===== src/rtl/regfile32_scan.sv =====
// MIPS register file: 2^AW x DW, two combinational read ports, one write port,
// plus a sequential scan/dump port. Optional write-through reads: REGFILE_BYPASS_EN.
module regfile32_scan #(
  parameter int DW = 32,
  parameter int AW = 5
) (
  input  logic          clk,
  input  logic          clrn,
  input  logic [AW-1:0] rna,
  input  logic [AW-1:0] rnb,
  output logic [DW-1:0] qa,
  output logic [DW-1:0] qb,
  input  logic [AW-1:0] wn,
  input  logic [DW-1:0] d,
  input  logic          we,
  input  logic          scan_start,
  output logic          scan_busy,
  output logic          scan_valid,
  output logic [AW-1:0] scan_idx,
  output logic [DW-1:0] scan_data,
  output logic          scan_done
);

  localparam int NREG = 1 << AW;

  typedef enum logic [1:0] {IDLE, SCAN, DONE} state_t;

  logic [DW-1:0]   regs_q [NREG];
  logic [NREG-1:0] wen;

  state_t          state_q, state_d;
  logic [AW-1:0]   cnt_q, cnt_d;
  logic            start_q, start_d;
  logic            valid_q, valid_d;
  logic [AW-1:0]   idx_q, idx_d;
  logic [DW-1:0]   data_q, data_d;
  logic            done_q, done_d;

  always_comb begin
    wen = '0;
    if (we && (wn != '0)) wen[wn] = 1'b1;
  end

  // Entry 0 is only ever touched by reset, so it stays zero.
  always_ff @(posedge clk or negedge clrn) begin
    if (!clrn) begin
      for (int i = 0; i < NREG; i++) regs_q[i] <= '0;
    end else begin
      for (int i = 1; i < NREG; i++) begin
        if (wen[i]) regs_q[i] <= d;
      end
    end
  end

  always_comb begin
    qa = (rna == '0) ? '0 : regs_q[rna];
    qb = (rnb == '0) ? '0 : regs_q[rnb];
`ifdef REGFILE_BYPASS_EN
    if (we && (wn != '0) && (wn == rna)) qa = d;
    if (we && (wn != '0) && (wn == rnb)) qb = d;
`endif
  end

  always_ff @(posedge clk or negedge clrn) begin
    if (!clrn) begin
      state_q <= IDLE;
      cnt_q   <= '0;
      start_q <= 1'b0;
      valid_q <= 1'b0;
      idx_q   <= '0;
      data_q  <= '0;
      done_q  <= 1'b0;
    end else begin
      state_q <= state_d;
      cnt_q   <= cnt_d;
      start_q <= start_d;
      valid_q <= valid_d;
      idx_q   <= idx_d;
      data_q  <= data_d;
      done_q  <= done_d;
    end
  end

  // The start request is registered only while idle, so requests made during a scan are dropped.
  always_comb begin
    state_d = state_q;
    cnt_d   = cnt_q;
    start_d = (state_q == IDLE) && scan_start;
    valid_d = valid_q;
    idx_d   = idx_q;
    data_d  = data_q;
    done_d  = done_q;
    case (state_q)
      IDLE: begin
        done_d  = 1'b0;
        valid_d = 1'b0;
        if (start_q) begin
          state_d = SCAN;
          cnt_d   = '0;
        end
      end
      SCAN: begin
        valid_d = 1'b1;
        idx_d   = cnt_q;
        data_d  = (cnt_q == '0) ? '0 : regs_q[cnt_q];
        cnt_d   = cnt_q + 1'b1;
        if (cnt_q == '1) state_d = DONE;
      end
      DONE: begin
        valid_d = 1'b0;
        done_d  = 1'b1;
        cnt_d   = '0;
        state_d = IDLE;
      end
      default: state_d = IDLE;
    endcase
  end

  assign scan_busy  = (state_q != IDLE);
  assign scan_valid = valid_q;
  assign scan_idx   = idx_q;
  assign scan_data  = data_q;
  assign scan_done  = done_q;

endmodule


===== config.mk =====
export PLATFORM = sky130hd
export DESIGN_NAME = regfile32_scan
export DESIGN_NICKNAME = d
export VERILOG_FILES = /design/src/rtl/regfile32_scan.sv
export SDC_FILE = /design/constraint.sdc
export NUM_CORES = 2
export LEC_CHECK = 0
export BUFFER_PORTS_ARGS = -buffer_cell sky130_fd_sc_hd__buf_4
export CELL_PAD_IN_SITES_DETAIL_PLACEMENT = 1
export CELL_PAD_IN_SITES_GLOBAL_PLACEMENT = 1
export CORE_MARGIN = 5
export CORE_UTILIZATION = 45
export CTS_CLUSTER_DIAMETER = 200
export DETAILED_ROUTE_END_ITERATION = 6
export PLACE_DENSITY = 0.73
export SYNTH_ARGS = -nofsm -noshare
export SYNTH_HDL_FRONTEND = slang
export SYNTH_SLANG_ARGS = --single-unit

===== constraint.sdc =====
create_clock -name clk -period 7.05 [get_ports clk]
set_clock_uncertainty 0.2 [all_clocks]
set_input_delay 0.705 -clock clk [delete_from_list [all_inputs] [get_ports clk]]
set_output_delay 0.705 -clock clk [all_outputs]
set_load 0.01 [all_outputs]

==> results.md <==
* Status: completed
* Final ANT Viol Nets at 0
* Largest cells by area after synthesis: dfrtp_1 (41%), mux4_2 (21%), mux2_2 (20%)
* Hpwl dp at 131 mm
* Cell type with the largest total area after synthesis: dfrtp_1
* CP arrival at 3.84 ns
* I/O Buffers at 154
* Clock Path Buffers at 3
* Share of cells above drive strength 1 at 49.9%
* Area Overhead vs Synth at 10.2%
* Die W at 385 um
* Top cells by count, synth: mux2_2 (1114), dfrtp_1 (1039), mux4_2 (585)
* Post-synth EDFFs at 0
* Worst skew pair latency at 0.77 ns
* Largest net degree at the start of global routing at 158
* Antenna violations before repair at 3
* Worst min-delay path class: in -> reg
* Mapped Cells at 4449
* Async set-reset flop share out of synthesis at 100%
* Sequential area share after synthesis at 41.1%
* Routed WL at 241 mm
* Die height at 385 um
* GPL Wtd Cong at 0.831
* Core Rows at 137
* Vias in the first global route at 47000
* Area of the mapped netlist at 63200 um2
* PwrDens at 339 nW/um2
* Clock sink total at 1039
* Initial DRC count at 5465
* DRC Markers at 0
* Root buf cell: clkbuf_16
* Setup bufs post-CTS at 0
* Fmax at 211 MHz
* Dpl cells at 6066
* RSZ-0062 raised after global routing: no
* Clock transition at path regs at 0.06 ns
* Core Region at 140000 um2
* I/O pin count at 155
* DR vias/cell at 7.22
* Top-area cell type share of the netlist area at 41.1%
* Period minus WS final at 4.75 ns
* Slew Limit Fails at 0
* Final setup violating endpoints at 0
* Worst-margin pin slew at 1.38 ns
* Syn nets at 4503
* Synth unique cells at 54
* 1st-pass router iterations at 5
* Count leader, synth: mux2_2
* DR vias at 45500
* CTS Buf Count at 118
* Max_slew headroom at 7.90%
* Final hold vios at 0
* WL/cell at 38.4 um
* Nets@finish at 4366
* CTS tree: built
* #FFs+latches synth at 1039
* Fin crit share at 67.3%
* CP Max Fanout at 76
* Setup TNS at 0 ns
* Startpoint types: input pin
* Top_reg_cell synth: dfrtp_1
* Avg Inst Size Synth at 14.2 um2
* # H-tree levels at 3
* CP Capture Type: primary output
* Setup CP Type: in -> out
* Die area at 148000 um2
* Worst IR Drop VDD at 0.323 mV
* First-pass GRT wire length at 349 mm
* GR Overflow Total at 0
* Post-route insts no fill at 6293
* Lkg Pwr at 29.4 nW
* Worst EP required at 6.14 ns
* Max_cap viols at 0
* Initial Util at 45.3%
* YS warnings at 32
* Global-route usage over all layers at 32.3%
==> power breakdown <==
| part | total (mW) | internal [mW] | switching, mW | leakage (nW) |
|---|---|---|---|---|
| clock network | 6.60 | 3.87 | 2.72 | 2.01 |
| registers | 8.74 | 7.21 | 1.53 | 13.3 |
| logic | 8.28 | 4.20 | 4.08 | 14.1 |
| total | 23.6 | 15.3 | 8.33 | 29.4 |
==> worst max-delay path, cell delays in order <==
cell	delay [ns]
buf_8	0.52
buf_4	0.89
mux4_2	0.42
mux2i_1	0.21
a2111o_1	0.17
o221ai_1	0.37
buf_4	0.33
==> placed cells by master, fill, tap and decap left out, drive strengths merged, types with 2 or more instances in the layout <==
cell | netlist | final
mux2 | 1174 | 1174
dfrtp | 1039 | 1039
mux4 | 585 | 585
mux2i | 255 | 255
buf | 274 | 243
a221oi | 175 | 175
clkbuf | 229 | 167
nand2 | 153 | 153
nor2 | 100 | 100
a211oi | 78 | 78
o21ai | 62 | 62
a22o | 47 | 47
nor2b | 40 | 40
o22ai | 31 | 31
a2111o | 31 | 31
o221ai | 31 | 31
nor3 | 30 | 30
clkinv | 1 | 30
a31oi | 18 | 18
a2111oi | 15 | 15
a211o | 15 | 15
bufinv | 0 | 15
a22oi | 14 | 14
inv | 6 | 11
clkinvlp | 0 | 8
nand2b | 8 | 8
nand3 | 6 | 6
nor3b | 5 | 5
nand3b | 5 | 5
or2 | 4 | 4
ha | 3 | 3
and2 | 3 | 3
diode | 0 | 2
and3 | 2 | 2
a21oi | 2 | 2
dlygate4sd3 | 0 | 2
==> path summary, 6_finish.rpt <==
| path | start | to | slack, ns | cells past startpoint |
|---|---|---|---|---|
| setup / recovery | rna[1] | qa[14] | 2.30 | 7 |
| setup reg to reg | cnt_q[1] | scan_data[6] | 3.02 | 8 |
| max in group asynchronous | clrn | regs_q[409] | 4.50 | 4 |
| min in group asynchronous | clrn | regs_q[415] | 0.39 | 2 |
| hold / removal | d[23] | regs_q[119] | 0.24 | 2 |
| hold reg to reg | scan_idx[4] | scan_idx[4] | 0.28 | 2 |
==> metal layers <==
metal  vias to the layer above  track usage (%)  part of all wire, %  wire length (um)
met2                      2654             48.9                   45            109000
met3                       576             7.67                  9.8             23800
met5                         -                0               0.0037                 9
met4                         2             13.0                  4.4             10600
li1                      17400                -                    -                 -
met1                     24800             45.2                   41             97900
==> per-stage QoR <==
step	area, um2	worst slack, ns	total power, mW	util, %	hold WS, ns
6_report	69700	2.30	23.6	49.9	0.242
3_3_place_gp	65600	2.40	16.6	47.0	0.264
4_1_cts	69700	2.40	23.6	49.9	0.200
5_1_grt	69700	2.20	24.5	49.9	0.254
2_1_floorplan	63200	3.90	14.0	-	0.209
3_5_place_dp	65600	2.40	16.9	47.0	0.277
==> registers in the layout (all words and copies together) (netlist names) <==
signal	count
scan_data	32
scan_idx	5
state_q	2
regs_q	992
scan_done	1
cnt_q	5
start_q	1
scan_valid	1
==> repair_timing <==
action,in CTS,in global routing
resized for setup,0,0
hold buffers,2,0
endpoints found under the hold margin,75,0
==> kinds of logic (layout without fill, tap and decap cells) <==
group                      after synthesis  in the layout  share of synthesized area [%]
AOI/OAI and AO/OA                      520            520                           6.58
adders and majority gates                3              3                         0.0594
buffers and inverters                  510            476                           3.88
DFF                                   1039           1039                           41.1
muxes                                 2014           2014                           45.8
other                                    0              2                              0
and+or+nand+nor                        363            363                           2.59
==> area by class of cell <==
| class | count | area (um2) |
|---|---|---|
| Inverter | 7 | 26.3 |
| Sequential cell | 1039 | 26000 |
| Fill cell | 13400 | 69800 |
| Multi-Input combinational cell | 2900 | 35100 |
| Clock buffer | 166 | 3360 |
| Timing Repair Buffer | 246 | 2080 |
| Tap cell | 1876 | 2350 |
| Antenna cell | 2 | 5.00 |
| Clock inverter | 57 | 744 |
No activity file was read; power rests on OpenSTA's default activity.
